--- src/rtl/seq_frame_tx.sv ---
// seq_frame_tx -- transmit side of the 2-bit symbol frame interface.
//
// Buffers host symbols in a FIFO and, on start, serialises exactly FRAME_LEN
// cycles of symbols onto tx_valid/tx_data. Pad symbol 2'b10 fills the frame
// once the buffer runs dry. While sending, it runs a model of the receiver's
// state sequence to predict the receiver's answer. It then waits up to TIMEOUT
// cycles for rx_valid/rx_data and reports pass/fail with a one-cycle done.
//
// Ports:
//   clk, rst             clock (rising edge), asynchronous active-high reset
//   wr_valid, wr_data    host symbol write; wr_ready = buffer not full
//   start                one-cycle frame request (ignored while busy or empty)
//   busy                 high from accepted start until done
//   tx_valid, tx_data    frame towards the receiver
//   rx_valid, rx_data    receiver response
//   done                 one-cycle end-of-transaction pulse
//   pass, expected,      result, predicted answer and response-seen flag,
//   resp_seen            valid with done and held until the next done
//                        ("expect" is a reserved word, hence "expected")
//
// Optional build macro SEQ_FRAME_TX_ERRCNT_EN adds err_cnt[7:0], a saturating
// count of failed transactions, cleared by rst or by a start accepted while
// wr_data==2'b11 and wr_valid==0.
module seq_frame_tx #(
   parameter int FRAME_LEN = 20,
   parameter int DEPTH     = 32,
   parameter int TIMEOUT   = 15
) (
   input  logic       clk,
   input  logic       rst,
   input  logic       wr_valid,
   input  logic [1:0] wr_data,
   output logic       wr_ready,
   input  logic       start,
   output logic       busy,
   output logic       tx_valid,
   output logic [1:0] tx_data,
   input  logic       rx_valid,
   input  logic [1:0] rx_data,
   output logic       done,
   output logic       pass,
   output logic [1:0] expected,
`ifdef SEQ_FRAME_TX_ERRCNT_EN
   output logic [7:0] err_cnt,
`endif
   output logic       resp_seen
);

   localparam int AW = $clog2(DEPTH);
   localparam int CW = AW + 1;
   localparam int SW = $clog2(FRAME_LEN + 1);
   localparam int TW = $clog2(TIMEOUT + 1);
   localparam logic [1:0] PAD = 2'b10;

   typedef enum logic [1:0] {
      S_IDLE   = 2'b00,
      S_SEND   = 2'b01,
      S_WAIT   = 2'b10,
      S_REPORT = 2'b11
   } state_t;

   // Receiver model step for a non-terminating symbol. 10 is neutral and
   // state 11 is absorbing; 11 symbols are handled as termination elsewhere.
   function automatic logic [1:0] model_next(input logic [1:0] m, input logic [1:0] sym);
      logic [1:0] r;
      r = m;
      case (sym)
         2'b00: begin
            case (m)
               2'b00:   r = 2'b00;
               2'b01:   r = 2'b00;
               2'b10:   r = 2'b01;
               default: r = m;
            endcase
         end
         2'b01: begin
            case (m)
               2'b00:   r = 2'b01;
               2'b01:   r = 2'b10;
               2'b10:   r = 2'b10;
               default: r = m;
            endcase
         end
         default: r = m;
      endcase
      return r;
   endfunction

   logic [1:0]    mem_r [DEPTH];
   logic [AW-1:0] wr_ptr_r;
   logic [AW-1:0] rd_ptr_r;
   logic [CW-1:0] count_r;

   state_t        state_r;
   logic [SW-1:0] slot_r;
   logic [TW-1:0] tmr_r;
   logic [1:0]    m_r;
   logic          term_r;
   logic [1:0]    exp_r;
   logic          seen_r;
   logic [1:0]    cap_r;

   logic          push_s;
   logic          start_acc_s;
   logic          emit_s;
   logic          pop_s;
   logic [1:0]    sym_s;
   logic [CW-1:0] count_n_s;
   logic          mon_s;
   logic          cap_now_s;
   logic          seen_n_s;
   logic [1:0]    cap_n_s;
   logic          term_hit_s;
   logic          report_s;
   logic          pass_s;

   // Next-state decode shared by the FIFO, the FSM and the optional counter.
   always_comb begin
      push_s      = wr_valid && wr_ready;
      start_acc_s = (state_r == S_IDLE) && start && (count_r != {CW{1'b0}});
      // emit_s marks an edge that loads the next frame symbol onto tx_data
      emit_s      = start_acc_s || ((state_r == S_SEND) && (slot_r < SW'(FRAME_LEN)));
      pop_s       = emit_s && (count_r != {CW{1'b0}});
      if (pop_s) begin
         sym_s = mem_r[rd_ptr_r];
      end else begin
         sym_s = PAD;
      end
      case ({push_s, pop_s})
         2'b10:   count_n_s = count_r + CW'(1);
         2'b01:   count_n_s = count_r - CW'(1);
         default: count_n_s = count_r;
      endcase
      // only the first response of a transaction is kept
      mon_s     = (state_r == S_SEND) || (state_r == S_WAIT);
      cap_now_s = mon_s && rx_valid && !seen_r;
      seen_n_s  = seen_r || cap_now_s;
      if (cap_now_s) begin
         cap_n_s = rx_data;
      end else begin
         cap_n_s = cap_r;
      end
      term_hit_s = (sym_s == 2'b11) && (m_r != 2'b11);
      report_s   = (state_r == S_WAIT) && (seen_n_s || (tmr_r == TW'(TIMEOUT - 1)));
      if (term_r) begin
         pass_s = seen_n_s && (cap_n_s == exp_r);
      end else begin
         pass_s = !seen_n_s;
      end
   end

   // Symbol storage; contents need no reset because count_r gates every read.
   always_ff @(posedge clk) begin
      if (push_s) begin
         mem_r[wr_ptr_r] <= wr_data;
      end
   end

   // FIFO pointers, occupancy and the registered not-full flag.
   always_ff @(posedge clk or posedge rst) begin
      if (rst) begin
         wr_ptr_r <= {AW{1'b0}};
         rd_ptr_r <= {AW{1'b0}};
         count_r  <= {CW{1'b0}};
         wr_ready <= 1'b1;
      end else begin
         if (push_s) begin
            wr_ptr_r <= wr_ptr_r + AW'(1);
         end
         if (pop_s) begin
            rd_ptr_r <= rd_ptr_r + AW'(1);
         end
         count_r  <= count_n_s;
         wr_ready <= (count_n_s != CW'(DEPTH));
      end
   end

   // Transaction FSM with the receiver model and all registered outputs.
   always_ff @(posedge clk or posedge rst) begin
      if (rst) begin
         state_r   <= S_IDLE;
         slot_r    <= {SW{1'b0}};
         tmr_r     <= {TW{1'b0}};
         m_r       <= 2'b00;
         term_r    <= 1'b0;
         exp_r     <= 2'b00;
         seen_r    <= 1'b0;
         cap_r     <= 2'b00;
         busy      <= 1'b0;
         tx_valid  <= 1'b0;
         tx_data   <= 2'b00;
         done      <= 1'b0;
         pass      <= 1'b0;
         expected  <= 2'b00;
         resp_seen <= 1'b0;
      end else begin
         done   <= 1'b0;
         seen_r <= seen_n_s;
         cap_r  <= cap_n_s;
         case (state_r)
            S_IDLE: begin
               if (start_acc_s) begin
                  state_r  <= S_SEND;
                  busy     <= 1'b1;
                  slot_r   <= SW'(1);
                  tx_valid <= 1'b1;
                  tx_data  <= sym_s;
                  // first symbol seeds the model; 11 here never terminates
                  m_r      <= sym_s;
                  term_r   <= 1'b0;
                  exp_r    <= 2'b00;
                  seen_r   <= 1'b0;
               end
            end
            S_SEND: begin
               if (emit_s) begin
                  slot_r  <= slot_r + SW'(1);
                  tx_data <= sym_s;
                  if (!term_r) begin
                     if (term_hit_s) begin
                        term_r <= 1'b1;
                        exp_r  <= m_r;
                     end else begin
                        m_r <= model_next(m_r, sym_s);
                     end
                  end
               end else begin
                  state_r  <= S_WAIT;
                  tx_valid <= 1'b0;
                  tx_data  <= 2'b00;
                  tmr_r    <= {TW{1'b0}};
               end
            end
            S_WAIT: begin
               if (report_s) begin
                  state_r   <= S_REPORT;
                  done      <= 1'b1;
                  pass      <= pass_s;
                  expected  <= exp_r;
                  resp_seen <= seen_n_s;
               end else begin
                  tmr_r <= tmr_r + TW'(1);
               end
            end
            S_REPORT: begin
               state_r <= S_IDLE;
               busy    <= 1'b0;
            end
            default: begin
               state_r  <= S_IDLE;
               busy     <= 1'b0;
               tx_valid <= 1'b0;
               tx_data  <= 2'b00;
            end
         endcase
      end
   end

`ifdef SEQ_FRAME_TX_ERRCNT_EN
   // Saturating count of transactions that ended with pass=0.
   always_ff @(posedge clk or posedge rst) begin
      if (rst) begin
         err_cnt <= 8'd0;
      end else if (start_acc_s && (wr_data == 2'b11) && !wr_valid) begin
         err_cnt <= 8'd0;
      end else if (report_s && !pass_s && (err_cnt != 8'hFF)) begin
         err_cnt <= err_cnt + 8'd1;
      end
   end
`endif

endmodule

--- config.mk ---
export PLATFORM = sky130hd
export DESIGN_NAME = seq_frame_tx
export DESIGN_NICKNAME = d
export VERILOG_FILES = /design/src/rtl/seq_frame_tx.sv
export SDC_FILE = /design/constraint.sdc
export NUM_CORES = 1
export LEC_CHECK = 0
export CAP_MARGIN = 40
export CORE_MARGIN = 4
export CORE_UTILIZATION = 45
export DETAILED_ROUTE_END_ITERATION = 8
export DONT_BUFFER_PORTS = 1
export HOLD_SLACK_MARGIN = 0.06
export SLEW_MARGIN = 20
export SYNTH_ARGS = -nofsm -noshare
export SYNTH_HDL_FRONTEND = slang
export SYNTH_SLANG_ARGS = --single-unit
--- constraint.sdc ---
create_clock -name clk -period 4.2 [get_ports clk]
set_clock_uncertainty 0.2 [all_clocks]
set_input_delay 0.21 -clock clk [delete_from_list [all_inputs] [get_ports clk]]
set_output_delay 0.21 -clock clk [all_outputs]
set_load 0.02 [all_outputs]
# ---- After elaboration in Yosys (flattened, before gate mapping)
# Memories as Yosys holds them, arrays and structs flattened.
# Index checks and enable logic that the tools add are counted.
dict set report totals {
  in_bits 9
  mem_count 1
  register_bits 45
  ramBits 64
  out_inout_bits 10
}
# memory depth word_bits read_ports rd_ports_with_merged_regs wr line_no
set memory_table {}
lappend memory_table {mem_r 32 2 1 0 1 89} ;# logic [1:0] mem_r [DEPTH];
dict set report classes {
  order_cmp 1
  reduce_logical 34
  mux 44
  eq_ne 24
  n_addsub 6
}
# op count
set op_table {}
lappend op_table {{$mux 2} 14}
lappend op_table {{$pmux 2 s2} 6}
lappend op_table {{$ne 2x2->1 const B} 9}
lappend op_table {{$add 5x1->5 const B} 3}
lappend op_table {{$mux 1} 13}
lappend op_table {{$pmux 6 s2} 1}
lappend op_table {{$reduce_and 3->1} 4}
lappend op_table {{$eq 2x2->1 const B} 5}
lappend op_table {{$logic_and 1x1->1} 10}
lappend op_table {{$mux 5} 2}
lappend op_table {{$pmux 5 s2} 1}
lappend op_table {{$eq 2x1->1 const B} 4}
lappend op_table {{$mux 4} 2}
lappend op_table {{$ne 4x4->1 const B} 2}
lappend op_table {{$pmux 2 s4} 1}
lappend op_table {{$pmux 4 s2} 1}
lappend op_table {{$reduce_and 8->1} 1}
lappend op_table {{$add 6x1->6 const B} 1}
lappend op_table {{$logic_not 2->1} 3}
lappend op_table {{$ne 6x6->1 const B} 1}
lappend op_table {{$pmux 1 s2} 3}
lappend op_table {{$reduce_and 2->1} 3}
lappend op_table {{$reduce_bool 2->1} 3}
lappend op_table {{$reduce_bool 6->1} 1}
lappend op_table {{10 further kinds} 15}

# ---- Longest topological paths before layout
dict set report logic_depth {
  depth_word 12
  mapped_depth 15
  ltp_nobuf 14
}

# ---- Worst setup path before layout
# No wires, ideal clock.
dict set report synth_path {
  kind {register to register}
  start {register count_r[1]}
  end {register count_r[5]}
  path_slack_ns 1.076
  setup_time_ns 0.124
  stages_incl_launch_ff 14
  arrival_time_ns 2.800
  n_path_buf 1
  cell_sequence {dfrtp_1 or3_1 nor2_1 a21o_1 clkinv_2 ha_1 clkbuf_1 and2_1 a2111oi_0 a31oi_1 o22ai_1 mux2i_1 o21a_1 or2_1}
}
dict set report synth_via {
  elab_chain_cells 6
  word_cells_on_any_way 9
  classes_between {add/sub (2); eq/ne (2); mux (1); reduce/logical (4)}
}
# item line_no
set synth_rtl {}
lappend synth_rtl {{start: declaration} 92} ;# logic [CW-1:0] count_r;
lappend synth_rtl {{start signal: assignment} 164} ;# count_r <= {CW{1'b0}};
lappend synth_rtl {{start signal: assignment} 173} ;# count_r <= count_n_s;
lappend synth_rtl {{parallel branches: the longest is 5 deep, another holds $sub 6x1->6} -}
lappend synth_rtl {{$pmux 6 s2 *} 129} ;# case ({push_s, pop_s})
lappend synth_rtl {{via count_n_s[5]} 108} ;# logic [CW-1:0] count_n_s;
# Mark *: on every way through the listed nets, which the timed path passes.
# A chain may end at the register's enable or synchronous reset.

# ---- Final worst setup path
dict set report layout_path {
  start {register state_r[1]}
  end {register count_r[5]}
}
dict set report layout_via {
  elab_chain_cells 7
  word_cells_on_any_way 10
  classes_between {eq/ne (3); mux (1); reduce/logical (6)}
}
# item line_no
set layout_rtl {}
lappend layout_rtl {{start: declaration} 94} ;# state_t state_r;
lappend layout_rtl {{start signal: assignment} 181} ;# state_r <= S_IDLE;
lappend layout_rtl {{start signal: assignment} 203} ;# state_r <= S_SEND;
lappend layout_rtl {{start signal: assignment} 228} ;# state_r <= S_WAIT;
lappend layout_rtl {{$logic_not 2->1} 120} ;# start_acc_s = (state_r == S_IDLE) && start && (count_r != {CW{1'b0}});
lappend layout_rtl {{$logic_and 1x1->1 (2 in series)} 120}
lappend layout_rtl {{$logic_or 1x1->1 *} 122} ;# emit_s = start_acc_s || ((state_r == S_SEND) && (slot_r < SW'(FRAME_LEN)));
lappend layout_rtl {{$logic_and 1x1->1 *} 123} ;# pop_s = emit_s && (count_r != {CW{1'b0}});
lappend layout_rtl {{$eq 2x1->1 or $eq 2x2->1 (tied branches)} 129}
lappend layout_rtl {{$pmux 6 s2 *} 129}
lappend layout_rtl {{via count_n_s[5]} 108}
# The timed path passes the listed nets; every way through them passes the cells marked *.

==> run metrics <==
result of the run complete, no violations; sum of negative setup slack 0 ps; CTS tree done; worst relative slew slack a little under three fifths; minimum clock period 3570 ps; prevailing post-synth register cell sky130_fd_sc_hd__edfxtp_1; Skew-Pair Late Insertion Delay approximately 350 ps; Post-Route WL roughly 9600 microns; residual DRC count 0; count of pins on the block boundary 19; detailed-route vias per instance about 5.5; cts bufs inserted 9; number of gates resized after CTS 0; count of yosys warnings during synthesis 0; element type at the critical path start flop; routability cong. about 0.77; Antenna diodes 0; critical path endpoint category flop; final setup violating endpoints 0; layout cells sized above 1 approximately a tenth; pin count of the biggest net entering global routing 33; slew at the pin closest to its max-slew limit 645 ps; final number of max-transition violations 0; nets 441; first-pass GRT wire length 15900 microns; crit path max fanout 13; Die Area 13500 sq um; die boundary width between 100 and 150 microns; summed area of non-filler cells in the final layout between 5000 and 6000 sq um; number of distinct standard cells referenced by the synthesized netlist between 60 and 70; nets in the synthesized netlist 430; core region area around 11000 sq um; most common cell after layout, fill and taps aside sky130_fd_sc_hd__edfxtp_1; Synth-to-Final Area Change 9.91%; leading cell types by total area after synthesis sky130_fd_sc_hd__edfxtp_1 37%, sky130_fd_sc_hd__dfrtp_1 21%, sky130_fd_sc_hd__mux4_1 6.5%, sky130_fd_sc_hd__ha_1 4.8%, sky130_fd_sc_hd__nor2_1 3.4%; placed wire-length estimate after detailed placement between 6000 and 7000 microns; unrepaired setup endpoints after global routing no; portion of the post-synthesis area used by sequential elements 58.1%; clk buf depth 2; violation count after the first detailed-route iteration 144; initial antenna violation count 0; static leakage power around 2.2 nW; vias after detailed routing between 3k and 4k; period utilization between 80% and 90%; Overall Power a little over 4 mW; placed standard-cell area 5400 sq um; pre-CTS setup slack approximately 640 ps; Worst Slack Setup Final 626 ps; count of final hold-check violations 0; number of port buffers 0; routed length per instance between 15 and 20 microns; antenna violation net count after detailed routing 0; clock-pin slew on the worst setup and hold paths ~70 ps; number of H-tree branching levels 3; overall track demand over capacity in global routing about 16%; number of synthesized register bits ~110; post-synthesis async set-or-reset flop share 41.3%; final-layout fill cell count roughly 1.0k; number of iterations in the first detailed-routing pass 4; Rows 39; number of global-route vias before repair 3072; Peak VDD IR about 0.00036 V; areal power density over the cells just over 700 nW/um^2; Clock Sinks between 100 and 150; effective utilization at floorplan between 40% and 50%; Die Ht 116 microns; Syn Std Cell Area ~5300 sq um; Max Freq approximately 0.28 GHz; post-synthesis average cell area between 10 and 15 sq um; Synth top area share ~37%; Crit Path Class reg -> reg; total overflow reported by the global router 0; hold_buf cts 9; required arrival time at the worst endpoint roughly 4200 ps; Synth Instances 401; cell taking the most area after synthesis sky130_fd_sc_hd__edfxtp_1; Post-synth EDFFs between 60 and 70; Setup Fix Bufs, Post-CTS 0; max-capacitance violation count 0; Worst EP arrival approximately 3600 ps; length in cells of the worst reg-to-reg path 13; root buf cell sky130_fd_sc_hd__clkbuf_16; leading cell types in the layout, fill and taps excluded 64 x sky130_fd_sc_hd__edfxtp_1, 48 x sky130_fd_sc_hd__nor2_1, 44 x sky130_fd_sc_hd__dfrtp_1, 30 x sky130_fd_sc_hd__nand2_1, 20 x sky130_fd_sc_hd__ha_1; worst min path class in -> async
per-layer routing:
layer,global-route usage [%],vias to the layer above,part of all wire [%]
li1,-,1506,-
met1,21.9,1526,48
met2,23.6,40,46
met3,3.71,14,3.5
met4,6.34,0,1.9
met5,0,-,0
per-stage QoR:
stage | hold slack [ps] | util, % | cells
floorplan | 109 | - | 401
global placement | 110 | 47.1 | 533
detailed placement | -109 | 47.2 | 534
CTS | 79.1 | 50.5 | 559
global route | 97.5 | 50.5 | 560
finish | 78.4 | 50.5 | 560
cell usage after synthesis, types with 4 or more instances:
cell type / instances
sky130_fd_sc_hd__o21ai_1: 10
sky130_fd_sc_hd__a21oi_1: 8
sky130_fd_sc_hd__mux4_1: 13
sky130_fd_sc_hd__inv_1: 18
sky130_fd_sc_hd__nor3_1: 9
sky130_fd_sc_hd__edfxtp_1: 64
sky130_fd_sc_hd__clkbuf_1: 8
sky130_fd_sc_hd__ha_1: 20
sky130_fd_sc_hd__or3_1: 5
sky130_fd_sc_hd__nor2_1: 48
sky130_fd_sc_hd__o221ai_1: 4
sky130_fd_sc_hd__xor2_1: 6
sky130_fd_sc_hd__mux2_2: 7
sky130_fd_sc_hd__xnor2_1: 15
sky130_fd_sc_hd__nand3b_1: 5
sky130_fd_sc_hd__and2_1: 5
sky130_fd_sc_hd__o21ai_0: 5
sky130_fd_sc_hd__nand3_1: 8
sky130_fd_sc_hd__nand4_1: 6
sky130_fd_sc_hd__nand2_1: 30
sky130_fd_sc_hd__dfrtp_1: 44
sky130_fd_sc_hd__mux2i_1: 7
cell type report:
class	instances	area, sq um	share of cell area, %
clock inverter	6	47.5	0.824
clock buffer	10	229	3.97
inverter	20	76.3	1.32
multi-input combinational	259	2060	35.6
timing repair buffer	13	135	2.34
tap	143	179	3.10
sequential	109	3050	52.8
logic make-up (layout without fill, tap and decap cells):
| logic type | count (synthesis) | count (layout) | share of synthesized area (%) |
|---|---|---|---|
| buf+inv | 33 | 49 | 2.79 |
| simple gates | 130 | 130 | 11.8 |
| fa+ha+maj | 20 | 20 | 4.77 |
| mux | 34 | 34 | 11.7 |
| xor+xnor | 21 | 21 | 3.50 |
| flops | 109 | 109 | 58.1 |
| compound gates | 54 | 54 | 7.34 |
worst max-delay path, stage by stage (launching register included):
cell	delay [ps]
sky130_fd_sc_hd__dfrtp_1	400
sky130_fd_sc_hd__inv_1	130
sky130_fd_sc_hd__ha_1	440
sky130_fd_sc_hd__nand2_1	190
sky130_fd_sc_hd__a21o_1	250
sky130_fd_sc_hd__clkinv_2	140
sky130_fd_sc_hd__ha_1	350
sky130_fd_sc_hd__or3b_1	390
sky130_fd_sc_hd__a21boi_1	210
sky130_fd_sc_hd__a31oi_1	120
sky130_fd_sc_hd__o22ai_1	140
sky130_fd_sc_hd__mux2i_1	100
sky130_fd_sc_hd__o21a_1	180
sky130_fd_sc_hd__or2_1	220
report_power, final:
group | switching, mW | leakage (nW) | internal, mW
clock | 0.388 | 0.127 | 0.408
sequential | 0.331 | 1.13 | 1.37
combinational | 0.846 | 0.926 | 0.731
total | 1.57 | 2.18 | 2.51
registers in the layout, summed over array words and instances, names as in the netlist, 2 cells and up:
name,cells
tmr_r,4
tx_data,2
rd_ptr_r,5
exp_r,2
expected,2
mem_r,64
count_r,6
state_r,2
cap_r,2
m_r,2
slot_r,5
wr_ptr_r,5
path summary, 6_finish.rpt:
check,from,slack [ps],to
max,state_r[1],630,count_r[5]
min,rst,80,wr_ptr_r[1]
max reg2reg,state_r[1],630,count_r[5]
min reg2reg,rd_ptr_r[4],310,rd_ptr_r[4]
max in group asynchronous,rst,3240,m_r[0]
min in group clk,wr_valid,120,wr_ptr_r[0]
(Power assumes the default switching activity.)
